## src/rtl/timer_irq_ctrl_if.sv

```systemverilog
// MEM-stage data bus seen by the timer: strobes, address and write data in, read data back
// in the same cycle.
interface timer_irq_ctrl_if;
  logic        rd;
  logic        wr;
  logic [31:0] addr;
  logic [31:0] wdata;
  logic [31:0] rdata;

  modport master (
    output rd,
    output wr,
    output addr,
    output wdata,
    input  rdata
  );

  modport slave (
    input  rd,
    input  wr,
    input  addr,
    input  wdata,
    output rdata
  );
endinterface

```

## src/rtl/timer_irq_ctrl.sv

```systemverilog
// Memory-mapped reloading timer with interrupt status plus a free-running systick counter.
// Register reads are combinational; writes land on the next clk edge.
module timer_irq_ctrl #(
  parameter logic [31:0] BASE     = 32'h4000_0000,
  parameter int unsigned PRESCALE = 1
) (
  input  logic             clk,
  input  logic             reset,
  timer_irq_ctrl_if.slave  bus,
  output logic             irqout
);

  localparam int unsigned    PsW   = (PRESCALE > 1) ? $clog2(PRESCALE) : 1;
  localparam logic [PsW-1:0] PsMax = PsW'(PRESCALE - 1);

  logic [31:0]    th_q, th_d;
  logic [31:0]    tl_q, tl_d;
  logic [31:0]    systick_q, systick_d;
  logic           en_q, en_d;
  logic           ie_q, ie_d;
  logic           is_q, is_d;
  logic [PsW-1:0] ps_q, ps_d;

  logic sel_th, sel_tl, sel_tcon, sel_systick;
  logic in_window;
  logic wr_th, wr_tl, wr_tcon, wr_systick;
  logic step, overflow;

  // Only word-aligned accesses inside the 32-byte window can hit.
  assign in_window = (bus.addr[31:5] == BASE[31:5]) && (bus.addr[1:0] == 2'b00);

  always_comb begin
    sel_th      = 1'b0;
    sel_tl      = 1'b0;
    sel_tcon    = 1'b0;
    sel_systick = 1'b0;
    if (in_window) begin
      case (bus.addr[4:2])
        3'd0:    sel_th      = 1'b1;
        3'd1:    sel_tl      = 1'b1;
        3'd2:    sel_tcon    = 1'b1;
        3'd5:    sel_systick = 1'b1;
        default: ;
      endcase
    end
  end

  assign wr_th      = bus.wr & sel_th;
  assign wr_tl      = bus.wr & sel_tl;
  assign wr_tcon    = bus.wr & sel_tcon;
  assign wr_systick = bus.wr & sel_systick;

  always_comb begin
    bus.rdata = 32'h0;
    if (bus.rd) begin
      if (sel_th)      bus.rdata = th_q;
      if (sel_tl)      bus.rdata = tl_q;
      if (sel_tcon)    bus.rdata = {29'h0, is_q, ie_q, en_q};
      if (sel_systick) bus.rdata = systick_q;
    end
  end

  // With PRESCALE == 1 the count never leaves 0, so step follows EN directly.
  assign step     = en_q && (ps_q == PsMax);
  assign overflow = step && (tl_q == 32'hFFFF_FFFF) && !wr_tl;

  always_comb begin
    ps_d = (!en_q || step) ? '0 : ps_q + 1'b1;

    th_d = wr_th ? bus.wdata : th_q;

    tl_d = tl_q;
    if (wr_tl)         tl_d = bus.wdata;
    else if (overflow) tl_d = th_q;
    else if (step)     tl_d = tl_q + 32'd1;

    en_d = wr_tcon ? bus.wdata[0] : en_q;
    ie_d = wr_tcon ? bus.wdata[1] : ie_q;
    // An overflow coinciding with a software clear must not be lost.
    is_d = (wr_tcon ? bus.wdata[2] : is_q) | (overflow & ie_d);

    systick_d = wr_systick ? bus.wdata : systick_q + 32'd1;
  end

  always_ff @(posedge clk or negedge reset) begin
    if (!reset) begin
      th_q      <= 32'h0;
      tl_q      <= 32'h0;
      systick_q <= 32'h0;
      en_q      <= 1'b0;
      ie_q      <= 1'b0;
      is_q      <= 1'b0;
      ps_q      <= '0;
    end else begin
      th_q      <= th_d;
      tl_q      <= tl_d;
      systick_q <= systick_d;
      en_q      <= en_d;
      ie_q      <= ie_d;
      is_q      <= is_d;
      ps_q      <= ps_d;
    end
  end

  assign irqout = ie_q & is_q;

endmodule

```

## src/flat_wrapper.sv

```systemverilog
// flat-port wrapper written by rule: the top's interface ports become plain ports
module timer_irq_ctrl_flat 
#(
  parameter logic [31:0] BASE     = 32'h4000_0000,
  parameter int unsigned PRESCALE = 1
)
  (clk, reset, irqout, bus_rd, bus_wr, bus_addr, bus_wdata, bus_rdata);
  timer_irq_ctrl_if bus_i ();
  input  logic clk;
  input  logic reset;
  output logic irqout;
  input wire logic [$bits(bus_i.rd)-1:0] bus_rd;
  input wire logic [$bits(bus_i.wr)-1:0] bus_wr;
  input wire logic [$bits(bus_i.addr)-1:0] bus_addr;
  input wire logic [$bits(bus_i.wdata)-1:0] bus_wdata;
  output wire logic [$bits(bus_i.rdata)-1:0] bus_rdata;
  assign bus_i.rd = bus_rd;
  assign bus_i.wr = bus_wr;
  assign bus_i.addr = bus_addr;
  assign bus_i.wdata = bus_wdata;
  assign bus_rdata = bus_i.rdata;
  timer_irq_ctrl #(.BASE(BASE), .PRESCALE(PRESCALE)) u_core (.clk(clk), .reset(reset), .bus(bus_i), .irqout(irqout));
endmodule
```

## config.mk

```make
export PLATFORM = sky130hd
export DESIGN_NAME = timer_irq_ctrl_flat
export DESIGN_NICKNAME = d
export VERILOG_FILES = /design/src/rtl/timer_irq_ctrl_if.sv /design/src/rtl/timer_irq_ctrl.sv /design/src/flat_wrapper.sv
export SDC_FILE = /design/constraint.sdc
export NUM_CORES = 1
export LEC_CHECK = 0
export CORE_MARGIN = 5
export CORE_UTILIZATION = 51
export DETAILED_ROUTE_END_ITERATION = 16
export PLACE_DENSITY = 0.76
export SLEW_MARGIN = 20
export SYNTH_ARGS = -nofsm -noshare
export SYNTH_HDL_FRONTEND = slang
export SYNTH_SLANG_ARGS = --single-unit
```

## constraint.sdc

```tcl
create_clock -name clk -period 4.5 [get_ports clk]
set_input_delay 1.35 -clock clk [delete_from_list [all_inputs] [get_ports clk]]
set_output_delay 1.35 -clock clk [all_outputs]
set_load 0.1 [all_outputs]
```

# ---- Word level (Yosys, flattened, before mapping)
# Index checks and enable logic that the tools add are counted.
dict set report totals {
  output_inout_bits 33
  inputBits 68
  ff_bits 100
  word_cells 53
}
dict set report classes {
  bitwise 8
  n_eq_ne 5
  reduce_logical 10
  add_sub_neg 3
  n_mux 20
}
# cell count
set ops {}
lappend ops {{$mux W32} 9}
lappend ops {{$add A32 B1 Y32 const B} 2}
lappend ops {{$eq A32 B32 Y1 const B} 1}
lappend ops {{$eq A27 B26 Y1 const B} 1}
lappend ops {{$mux W1} 11}
lappend ops {{$and A1 B1 Y1} 6}
lappend ops {{$logic_and A1 B1 Y1} 4}
lappend ops {{$eq A3 B1 Y1 const B} 1}
lappend ops {{$eq A3 B2 Y1 const B} 1}
lappend ops {{$eq A3 B3 Y1 const B} 1}
lappend ops {{$logic_not A3 Y1} 1}
lappend ops {{$reduce_bool A3 Y1} 1}
lappend ops {{$logic_not A1 Y1} 2}
lappend ops {{$logic_not A2 Y1} 1}
lappend ops {{$add A1 B1 Y1 const B} 1}
lappend ops {{$logic_or A1 B1 Y1} 1}
lappend ops {{$not A1 Y1} 1}
lappend ops {{$or A1 B1 Y1} 1}

# ---- Logic depth before layout (Yosys ltp)
# Gate-level depths: netlist (run 1).
dict set report depth {
  ltp_word 8
  depth_mapped 7
}

# ---- Worst setup path after synthesis (run 1)
# No wires, ideal clock.
dict set report synth_path {
  path_type {input-to-output}
  start {input port bus_addr[6]}
  end {output port bus_rdata[22]}
  n_path_buf 2
  required_time_ns 3.150
  arrival_ns 4.066
  slack_ns -0.916
  path_stages 7
  cell_sequence {nor4_1 nand4_2 nor4_2 buf_4 buf_6 a22oi_1 nor2_1}
}
dict set report synth_between {
  elab_chain_cells 8
  word_cells_on_any_way 11
}
# item line_no
set synth_rtl {}
lappend synth_rtl {{from (decl)} flat_wrapper.sv:14} ;# input wire logic [$bits(bus_i.addr)-1:0] bus_addr;
lappend synth_rtl {{$eq A27 B26 Y1 (*)} timer_irq_ctrl.sv:30} ;# assign in_window = (bus.addr[31:5] == BASE[31:5]) && (bus.addr[1:0] == 2'b00);
lappend synth_rtl {{$logic_and A1 B1 Y1 (*)} timer_irq_ctrl.sv:30}
lappend synth_rtl {{$mux W1} timer_irq_ctrl.sv:37} ;# if (in_window) begin
lappend synth_rtl {{$mux W32} timer_irq_ctrl.sv:56} ;# if (sel_th) bus.rdata = th_q;
lappend synth_rtl {{$mux W32} timer_irq_ctrl.sv:57} ;# if (sel_tl) bus.rdata = tl_q;
lappend synth_rtl {{$mux W32} timer_irq_ctrl.sv:58} ;# if (sel_tcon) bus.rdata = {29'h0, is_q, ie_q, en_q};
lappend synth_rtl {{$mux W32 (*)} timer_irq_ctrl.sv:59} ;# if (sel_systick) bus.rdata = systick_q;
lappend synth_rtl {{$mux W32 (*)} timer_irq_ctrl.sv:55} ;# if (bus.rd) begin
lappend synth_rtl {{to (decl)} flat_wrapper.sv:16} ;# output wire logic [$bits(bus_i.rdata)-1:0] bus_rdata;
# Mark *: on every way between the ends. The rest lies on a longest branch, timed or not.

# ---- Final worst setup path (run 1)
dict set report layout_path {
  start {input port bus_addr[22]}
  end {output port bus_rdata[17]}
}
# Same word-level chain as after synthesis.

==> reports/qor.yml, run 1 <==
run_status:
  status: "complete, but fails checks"
  violations: "negative setup slack"
setup_path:
  critical_path_class: "input pin to output port"
  path_max_fanout: 7
  cp-start-kind: "input pin"
  critPathRequiredTime_ns: 3.15
  end_kind: "output port"
  critPathArrivalTime_ns: 3.18
  reg2reg_depth: 6
finish:
  fin_nets: 885
  fin_cells: 990
  diodes: 0
  drive_gt1_frac: 0.307
  areaGrowthSynthToFinish_pct: 38.3
  post-route-util: 0.719
detailed_routing:
  drtPass1Iterations: 5
  drt-met1-wl_um: 9080
  wl_met2_um: 10800
  route.top_layer_used: "met4"
  drc: 0
  vias: 6407
  routed_wl_um: 21800
  wl_met3_um: 1460
  ant_nets: 0
  drt-initial-drc-count: 621
  routedWlPerCell_um: 22.0
  via_per_inst: 6.47
floorplanning:
  die_width_um: 123
  initial_core_util: 0.520
  rows: 41
  pin_count: 101
  dieArea_mm2: 0.0152
  core_mm2: 0.0126
  die_h_um: 123
global_route:
  antenna_found_initial: 0
  grt_pass1_wl_um: 34100
  grt_max_degree: 73
  grt_usage: 0.286
  grt_pass1_vias: 6492
  grt_overflow: 0
pwr:
  ir_drop_uv: 148
  power_density_mw_per_mm2: 203
  total_power_mw: 1.84
  p_leak_nw: 3.66
sta:
  maxSlewHeadroom: 0.333
  worst_pin_slew_ns: 0.996
  post-route-period-util: 1.01
  fin_crit_ns: 4.53
  fin_skew_ns: 0.00776
  worst_slack_ns: -0.0250
  fmax_mhz: 221
  slew_viol_final: 0
  rsz0062_at_grt: "true"
  hold_viol_final: 0
  setup_viol: 18
clock_network:
  root_buffer: "clkbuf_16"
  htree_levels: 3
  clk_latency_ns: 0.36
  holdBufCountCts: 0
  clock-sinks: 100
  cts_tree: "yes"
  cts_buffers: 9
  clockBufferDepth: 2
  path_clk_slew_ns: 0.07
yosys:
  syn_area_mm2: 0.00653
  synth_top_area_share: 0.383
  synthesis.nets: 782
  synth-edff-count: 0
  netlist_top_cells_count: "dfrtp_1, nand2_1, nor2_1"
  syn_inst: 712
  ys_top_cells_by_area: "dfrtp_1, mux2_2, nand2_1, nor2_1, a22oi_1"
  synth-seq-cells: 100
  ys_types: 59
  async_flop_share: 1.00
  yosysTopAreaCell: "dfrtp_1"
  synth_ff_type: "dfrtp_1"
  yosysWarnings: 0
  avgSynthCellArea_um2: 9.17
  seq_area_frac_synth: 0.383
  yosysMostFrequentCell: "dfrtp_1"
placement:
  gp_congestion: 0.926
  placed_cells: 961
  portBuffers: 100
  post-place-ws_ns: -0.309
  dp_hpwl_um: 14100
hold_path:
  min_path_type: "flip-flop to flip-flop"
  hold_path_depth: 1
job:
  max_cap_viol_count: 0
[kinds of logic after synthesis]
group	share of synthesized area
AND/OR/NAND/NOR	0.246
AO/OA/AOI/OAI	0.151
other	0.000574
flip-flops	0.383
adder cells (fa/ha/maj)	0.00383
multiplexers	0.132
buffers and inverters	0.0393
XOR/XNOR	0.0442
[metal layers]
metal	vias to the layer above	GRT usage
li1	2870	-
met1	3214	0.371
met2	281	0.476
met3	42	0.0480
met4	0	0.113
met5	-	0
[report_power, final]
group          leakage (nW)  switching, mW  internal [mW]
Clock                 0.138          0.361          0.429
Combinational          2.26         0.0807         0.0680
Sequential             1.26       0.000409          0.899
Total                  3.66          0.442           1.40
[cells in the final DEF, fill, tap and decap left out, types with 5 or more instances in the layout]
master and n:
nor2_4 30, nand2_1 74, nand2b_1 6, inv_1 8
and2_1 5, xor2_1 25, xnor2_1 8, clkdlybuf4s15_1 6
and4_1 14, a21oi_1 15, clkdlybuf4s50_1 37, clkbuf_16 11
nor4_4 13, buf_4 22, a31oi_1 14, a22oi_2 26
clkbuf_2 8, nand4_1 28, mux2i_1 8, dfrtp_1 100
a22oi_1 6, nor3_1 15, o21ai_1 9, buf_12 36
o21ai_0 27, buf_2 6, o31ai_1 13, mux2_2 64
nor2_1 39, buf_6 12, o41ai_1 5, nand3_1 34
nor4_1 5, and3_1 17
[state kept, by name, summed over array words and instances, names as in the netlist]
| signal | flops |
|---|---|
| u_core.th_q | 32 |
| u_core.tl_q | 32 |
| u_core.is_q | 1 |
| u_core.en_q | 1 |
| u_core.ie_q | 1 |
| u_core.ps_q | 1 |
| u_core.systick_q | 32 |
[worst paths after layout]
path                                              from                              to  slack (ns)
min in group asynchronous                        reset  u_core.systick_q[27]$_DFF_PN0_        1.15
max in group asynchronous                        reset     u_core.th_q[20]$_DFFE_PN0P_        2.55
setup reg to reg            u_core.tl_q[0]$_DFFE_PN0P_      u_core.tl_q[3]$_DFFE_PN0P_        1.76
setup / recovery                          bus_addr[22]                   bus_rdata[17]       -0.03
hold reg to reg            u_core.th_q[21]$_DFFE_PN0P_     u_core.th_q[21]$_DFFE_PN0P_        0.54
hold / removal             u_core.th_q[21]$_DFFE_PN0P_     u_core.th_q[21]$_DFFE_PN0P_        0.54
[through the flow]
stage                     hold WS [ns]  cell area (um2)  TNS [ns]
after detailed placement         0.522             8420     -8.37
after CTS                        0.538             8870    -0.433
after global routing             0.554             9030     -1.77
after global placement           0.502             8420     -6.01
after floorplan                  0.488             6890    -0.853
final                            0.538             9030    -0.178
[cell type report]
cell class / count / area [um2]
repair buffers: 138 / 1710
fillers: 949 / 3530
multi-input cells: 557 / 4290
inverters: 9 / 33.8
well taps: 172 / 215
clock inverters: 5 / 63.8
clock buffers: 9 / 225
flip-flops and latches: 100 / 2500
[worst max-delay path, stage by stage]
cell	delay [ns]
buf_6	0.10
nor4_4	0.29
nand4_1	0.16
buf_6	0.15
buf_6	0.12
nor4_4	0.21
buf_6	0.20
clkbuf_16	0.18
a22oi_1	0.10
nor2_4	0.12
buf_12	0.18
[what timing repair did]
item                       4_1_cts  5_1_grt
setup endpoints to repair       32       32
buffers inserted                 7        3
pin swaps                       12       36
gates resized for setup         71       54
cloned                           3        3
Note: power is estimated with default switching activity, not from simulation.
==> run 2: changes to the inputs <==
- TNS_END_PERCENT: unset -> 5
==> run 2 against run 1 <==
Effect of this change:
- wire length is 1.1% lower
- worst setup slack gained 0.086 ns
- critical path depth shrank 2
- critical path type unchanged
- register-to-register slack worse by 0.03 ns
- clock power is essentially flat
- utilization is 0.25 points lower
- combinational power hardly changed
- total power grew 0.11%
- the run now ends clean
- first-iteration DRC count is 15% lower
- fmax rose by 1.9%
- global-route usage fell by 1.3 points
==> reports/qor.yml, run 2 (synthesis gave the netlist of run 1 again) <==
run_status:
  status: "finished, final reports clean"  # was complete, but fails checks
detailed_routing:
  drt-initial-drc-count: 529  # was 621
  vias: 6399  # was 6,407
  drtPass1Iterations: 5  # unchanged
  routedWlPerCell_um: 21.9  # was 22.0 um
  drc: 0  # unchanged
  ant_nets: 0  # unchanged
  routed_wl_um: 21600  # was 21,800 um
  via_per_inst: 6.50  # was 6.47
sta:
  maxSlewHeadroom: 0.347  # was 0.333
  fin_crit_ns: 4.44  # was 4.53 ns
  setup_viol: 0  # was 18
  fin_skew_ns: 0.00751  # was 0.00776 ns
  hold_viol_final: 0  # unchanged
  fmax_mhz: 225  # was 221 MHz
  post-route-period-util: 0.986  # was 1.01
  slew_viol_final: 0  # unchanged
  worst_slack_ns: 0.0614  # was -0.0250 ns
  worst_pin_slew_ns: 0.976  # was 0.996 ns
floorplanning:
  dieArea_mm2: 0.0152  # unchanged
  die_h_um: 123  # unchanged
  rows: 41  # unchanged
  pin_count: 101  # unchanged
  core_mm2: 0.0126  # unchanged
  initial_core_util: 0.520  # unchanged
  die_width_um: 123  # unchanged
finish:
  fin_nets: 879  # was 885
  final_cell_mix: "dfrtp_1, nand2_1, mux2_2"  # unchanged
  drive_gt1_frac: 0.283  # was 0.307
  post-route-util: 0.716  # was 0.719
  fill_cells: 947  # was 949
  layout_commonest_cell: "dfrtp_1"  # unchanged
  diodes: 0  # unchanged
  areaGrowthSynthToFinish_pct: 37.8  # was 38.3%
  fin_cells: 984  # was 990
  top_regs: "u_core.systick_q (32), u_core.th_q (32), u_core.tl_q (32)"  # unchanged
pwr:
  total_power_mw: 1.84  # about the same
  power_density_mw_per_mm2: 204  # was 203 mW/mm2
  ir_drop_uv: 142  # was 148 uV
  p_leak_nw: 3.76  # was 3.66 nW
clock_network:
  clockBufferDepth: 2  # unchanged
  path_clk_slew_ns: 0.07  # about the same
  cts_buffers: 9  # unchanged
  htree_levels: 3  # unchanged
  clock-sinks: 100  # unchanged
  holdBufCountCts: 0  # unchanged
  clk_latency_ns: 0.36  # about the same
  cts_tree: "yes"  # unchanged
  root_buffer: "clkbuf_16"  # unchanged
global_route:
  grt_max_degree: 73  # unchanged
  antenna_found_initial: 0  # unchanged
  grt_usage: 0.272  # was 0.286
  grtUsageMet1: 0.358  # was 0.371
  grt_overflow: 0  # unchanged
  top_usage_layer: "met2"  # unchanged
  grt_pass1_wl_um: 32900  # was 34,100 um
  grt_pass1_vias: 6388  # was 6,492
  grtUsageMet2: 0.456  # was 0.476
  grtUsageMet3: 0.0439  # was 0.0480
placement:
  dp_hpwl_um: 14100  # unchanged
  post-place-ws_ns: -0.309  # unchanged
  placed_cells: 961  # unchanged
  gp_congestion: 0.926  # unchanged
  portBuffers: 100  # unchanged
setup_path:
  worstReg2RegStart: "u_core.tl_q[0]$_DFFE_PN0P_"  # unchanged
  r2r_slack_ns: 1.73  # was 1.76 ns
  reg2reg_depth: 6  # unchanged
  critical_path_class: "input pin to output port"  # unchanged
  crit_start: "bus_addr[17]"  # was bus_addr[22]
  critPathArrivalTime_ns: 3.09  # was 3.18 ns
  r2r-end: "u_core.tl_q[3]$_DFFE_PN0P_"  # unchanged
  crit_path_max_incr_delay_ns: 0.34  # was 0.29 ns
  cp_slowest_cell: "nor4_4"  # unchanged
  end_kind: "output port"  # unchanged
  path_max_fanout: 8  # was 7
  crit_path_end: "bus_rdata[31]"  # was bus_rdata[17]
  crit_chain: "dlymetal6s2s_1, nor4_4, nand4_4, nor4_4, buf_6, clkbuf_16, a22oi_2, nor2_4, buf_12"  # was buf_6, nor4_4, nand4_1, buf_6, buf_6, nor4_4, buf_6, clkbuf_16, a22oi_1, nor2_4, buf_12
  cpMostUsedCell: "nor4_4"  # was buf_6
  critPathRequiredTime_ns: 3.15  # about the same
  cp-start-kind: "input pin"  # unchanged
job:
  max_cap_viol_count: 0  # unchanged
hold_path:
  min_from: "u_core.th_q[21]$_DFFE_PN0P_"  # unchanged
  min_path_type: "flip-flop to flip-flop"  # unchanged
run 2: cell types whose count changed in the layout (fill, tap and decap cells not counted), moves of 4 or more:
| cell | change |
|---|---|
| dlymetal6s2s_1 | +17 |
| buf_2 | -6 |
| buf_6 | -6 |
| clkdlybuf4s15_1 | -5 |
| a22oi_1 | +4 |
| a22oi_2 | -4 |
run 2: layout make-up:
cell class	instances	area [um2]	share of cell area
tap	172	215	0.0239
sequential	100	2500	0.278
inverter	9	33.8	0.00375
multi-input combinational	557	4260	0.474
clock buffer	9	225	0.0250
clock inverter	5	63.8	0.00709
timing repair buffer	132	1700	0.189
run 2: critical path: cells and delay by family:
family                 cells  cell delay, ns
AOI/OAI and AO/OA          1            0.10
buffers and inverters      4            0.72
and+or+nand+nor            4            0.90
run 2: layer usage:
| layer | up-vias | routed length [um] |
|---|---|---|
| met5 | - | 0 |
| li1 | 2858 | - |
| met2 | 325 | 10400 |
| met1 | 3158 | 8850 |
| met3 | 58 | 1680 |
| met4 | 0 | 668 |
run 2: repair_timing:
| action | 4_1_cts | 5_1_grt |
|---|---|---|
| endpoints found under the hold margin | 0 | 0 |
| gates cloned | 0 | 6 |
| resized for setup | 17 | 54 |
| pin swaps | 6 | 31 |
| setup buffers | 0 | 3 |
| endpoints found under the setup margin | 32 | 32 |
run 2: how the worst min path moves through the flow:
| stage | endpoint | slack (ns) | cells past startpoint |
|---|---|---|---|
| after detailed placement | u_core.th_q[6]$_DFFE_PN0P_ | 0.52 | 1 |
| final | u_core.th_q[21]$_DFFE_PN0P_ | 0.54 | 1 |
| after global placement | u_core.th_q[11]$_DFFE_PN0P_ | 0.50 | 1 |
| after global routing | u_core.th_q[0]$_DFFE_PN0P_ | 0.55 | 1 |
| after CTS | u_core.th_q[21]$_DFFE_PN0P_ | 0.54 | 1 |
| after floorplan | u_core.systick_q[0]$_DFF_PN0_ | 0.49 | 1 |
run 2: power breakdown:
part	leakage, nW	internal [mW]	switching (mW)
sequential	1.26	0.898	0.000448
combinational	2.36	0.0705	0.0795
clock	0.138	0.429	0.362
run 2: per-stage QoR:
step / TNS, ns / hold slack [ns] / instance area [um2]
finish: 0 / 0.535 / 9000
global route: -0.0857 / 0.554 / 9000
CTS: -5.67 / 0.538 / 8750
detailed placement: -8.37 / 0.522 / 8420
global placement: -6.01 / 0.502 / 8420
floorplan: -0.853 / 0.488 / 6890
==> run 3: changes to the inputs <==
- ABC_AREA: unset -> 1
- CORE_MARGIN: 5 -> unset
- PLACE_DENSITY: 0.76 -> 0.75
- TNS_END_PERCENT: 5 -> 20
==> run 3 against run 2 <==
Effect of this change:
- total power increased by 6.5%
- global-route usage increased by 14 points
- utilization rose by 0.50 points
- area after synthesis is 16% higher
- design area increased by 16%
- highest routed layer unchanged
==> reports/qor.yml, run 3 <==
run_status:
  status: "finished, final reports clean"  # unchanged
yosys:
  netlist_top_cells_count: "nand2_1, nor2_1, inv_1"  # was dfrtp_1, nand2_1, nor2_1
  synth-edff-count: 0  # unchanged
  synthesis.nets: 1292  # was 782
  ys_types: 37  # was 59
  seq_area_frac_synth: 0.330  # was 0.383
  synth_top_area_share: 0.330  # was 0.383
  syn_inst: 1222  # was 712
  ys_top_cells_by_area: "dfrtp_1, nand2_1, nor2_1, inv_1, nand3_1"  # was dfrtp_1, mux2_2, nand2_1, nor2_1, a22oi_1
  synth-seq-cells: 100  # unchanged
  yosysWarnings: 0  # unchanged
  yosysMostFrequentCell: "nand2_1"  # was dfrtp_1
  yosysTopAreaCell: "dfrtp_1"  # unchanged
  synth_ff_type: "dfrtp_1"  # unchanged
  syn_area_mm2: 0.00758  # was 0.00653 mm2
  avgSynthCellArea_um2: 6.20  # was 9.17 um2
  async_flop_share: 1.00  # unchanged
setup_path:
  r2r-end: "u_core.tl_q[15]$_DFFE_PN0P_"  # was u_core.tl_q[3]$_DFFE_PN0P_
  critPathRequiredTime_ns: 3.15  # about the same
  end_kind: "output port"  # unchanged
  reg2reg_depth: 9  # was 6
  crit_chain: "clkdlybuf4s50_1, inv_2, nand4_4, buf_12, o21ai_4, nor2_2, nor2_2, buf_12"  # was dlymetal6s2s_1, nor4_4, nand4_4, nor4_4, buf_6, clkbuf_16, a22oi_2, nor2_4, buf_12
  cp_slowest_cell: "clkdlybuf4s50_1"  # was nor4_4
  critPathArrivalTime_ns: 3.13  # was 3.09 ns
  path_max_fanout: 8  # unchanged
  critical_path_class: "input pin to output port"  # unchanged
  crit_path_max_incr_delay_ns: 0.49  # was 0.34 ns
  path_buf_inv: 4  # unchanged
  cpLargestDelayFamily: "buffers and inverters"  # was simple AND/OR/NAND/NOR gates
  worstReg2RegStart: "u_core.en_q$_DFFE_PN0P_"  # was u_core.tl_q[0]$_DFFE_PN0P_
  r2r_slack_ns: 1.66  # was 1.73 ns
  cp-start-kind: "input pin"  # unchanged
detailed_routing:
  drtPass1Iterations: 6  # was 5
  drt-initial-drc-count: 1200  # was 529
  route.top_layer_used: "met4"  # unchanged
  drc: 0  # unchanged
  vias: 9100  # was 6,399
  wl_met2_um: 13300  # was 10,400 um
  routedWlPerCell_um: 18.6  # was 21.9 um
  via_per_inst: 5.66  # was 6.50
  drt-met1-wl_um: 11800  # was 8850 um
  wl_met3_um: 3380  # was 1680 um
  routed_wl_um: 29900  # was 21,600 um
  ant_nets: 0  # unchanged
global_route:
  grt_overflow: 0  # unchanged
  antenna_found_initial: 1  # was 0
  grt_usage: 0.411  # was 0.272
  grt_pass1_wl_um: 46500  # was 32,900 um
  grt_max_degree: 101  # was 73
  grt_pass1_vias: 8487  # was 6,388
floorplanning:
  rows: 44  # was 41
  die_h_um: 124  # was 123 um
  pin_count: 101  # unchanged
  initial_core_util: 0.521  # was 0.520
  die_width_um: 124  # was 123 um
  dieArea_mm2: 0.0153  # was 0.0152 mm2
  core_mm2: 0.0145  # was 0.0126 mm2
placement:
  gp_congestion: 0.968  # was 0.926
  portBuffers: 100  # unchanged
  placed_cells: 1505  # was 961
  dp_hpwl_um: 20100  # was 14,100 um
sta:
  fin_skew_ns: 0.0108  # was 0.00751 ns
  slew_viol_final: 0  # unchanged
  hold_viol_final: 0  # unchanged
  setup_viol: 0  # unchanged
  post-route-period-util: 0.996  # was 0.986
  worst_pin_slew_ns: 1.07  # was 0.976 ns
  fmax_mhz: 223  # was 225 MHz
  holdWs_ns: 0.534  # was 0.535 ns
  tns_ns: 0  # unchanged
  fin_crit_ns: 4.48  # was 4.44 ns
  rsz0062_at_grt: "true"
  maxSlewHeadroom: 0.283  # was 0.347
clock_network:
  cts_tree: "yes"  # unchanged
  clockBufferDepth: 2  # unchanged
  clk_latency_ns: 0.37  # was 0.36 ns
  htree_levels: 3  # unchanged
  clock-sinks: 100  # unchanged
  cts_buffers: 9  # unchanged
  holdBufCountCts: 0  # unchanged
  path_clk_slew_ns: 0.08  # was 0.07 ns
  root_buffer: "clkbuf_16"  # unchanged
finish:
  top_regs: "u_core.systick_q (32), u_core.th_q (32), u_core.tl_q (32)"  # unchanged
  fin_nets: 1489  # was 879
  fin_cells: 1609  # was 984
  drive_gt1_frac: 0.219  # was 0.283
  layout_commonest_cell: "nand2_1"  # was dfrtp_1
  areaGrowthSynthToFinish_pct: 38.4  # was 37.8%
  final_cell_mix: "nand2_1, inv_1, nor2_1"  # was dfrtp_1, nand2_1, mux2_2
pwr:
  ir_drop_uv: 195  # was 142 uV
  p_leak_nw: 4.86  # was 3.76 nW
  total_power_mw: 1.96  # was 1.84 mW
  power_density_mw_per_mm2: 187  # was 204 mW/mm2
hold_path:
  hold_path_depth: 2  # was 1
  whs_endpoint: "u_core.en_q$_DFFE_PN0P_"  # was u_core.th_q[21]$_DFFE_PN0P_
  min_path_type: "flip-flop to flip-flop"  # unchanged
  min_from: "u_core.en_q$_DFFE_PN0P_"  # was u_core.th_q[21]$_DFFE_PN0P_
job:
  max_cap_viol_count: 0  # unchanged
## run 3: cell count changes after synthesis, moves of 21 or more
cell / before / now
inv_1: 9 / 176
a22oi_1: 32 / 0
nand3_1: 34 / 82
o21ai_0: 27 / 77
nor2_1: 69 / 211
mux2_2: 64 / 0
o21ai_1: 9 / 30
nand2_1: 75 / 335
## run 3: how the worst max path moves through the flow
stage | from | end | cells after the start
after detailed placement | bus_addr[8] | bus_rdata[30] | 13
after global placement | bus_addr[24] | bus_rdata[19] | 14
final | bus_addr[4] | bus_rdata[29] | 8
after global routing | bus_addr[28] | u_core.systick_q[28]$_DFF_PN0_ | 29
after CTS | bus_addr[11] | bus_rdata[30] | 13
after floorplan | bus_addr[16] | bus_rdata[30] | 10
## run 3: tightest hold or removal path: cells and delay by family (launching register included)
kind	cells	cell delay, ns
flops	1	0.38
simple gates	1	0.06
compound gates	1	0.06
## run 3: cell type report
class	count	area, um2
clock inverters	7	81.3
diodes	1	2.50
inverters	186	702
clock buffers	9	225
well taps	184	230
multi-input cells	895	4480
flip-flops and latches	100	2500
repair buffers	227	2260
fillers	1182	4050
## run 3: cell families (layout without fill, tap and decap cells)
logic type | count (synthesis) | count (layout) | share of synthesized area
xor gates and xnor gates | 43 | 43 | 0.0497
and+or+nand+nor | 731 | 732 | 0.416
adders and majority gates | 2 | 2 | 0.00330
AOI/OAI and AO/OA | 117 | 117 | 0.0799
buffers and inverters | 228 | 429 | 0.121
other | 1 | 2 | 0.000495
DFF | 100 | 100 | 0.330
## run 3: per-stage QoR
| stage | utilization | setup slack, ns | instance area (um2) |
|---|---|---|---|
| floorplan | - | -0.144 | 7680 |
| global placement | 0.648 | -0.221 | 9410 |
| detailed placement | 0.648 | -0.319 | 9410 |
| CTS | 0.714 | 0.000742 | 10400 |
| global route | 0.721 | -0.0881 | 10500 |
| finish | 0.721 | 0.0164 | 10500 |
## run 3: routing by layer
layer | vias to the layer above | track usage
met4 | 0 | 0.183
met3 | 121 | 0.133
met2 | 579 | 0.616
met5 | - | 0
li1 | 4217 | -
met1 | 4183 | 0.539
## run 3: power by group
part           switching (mW)  internal [mW]
logic                   0.117          0.109
registers            0.000116          0.898
clock network           0.394          0.442
## run 3: repair_timing
item | 4_1_cts | 5_1_grt
buffers inserted | 85 | 3
endpoints found under the setup margin | 32 | 37
gates resized for setup | 48 | 104
pin swaps | 25 | 37
gates cloned | 1 | 1
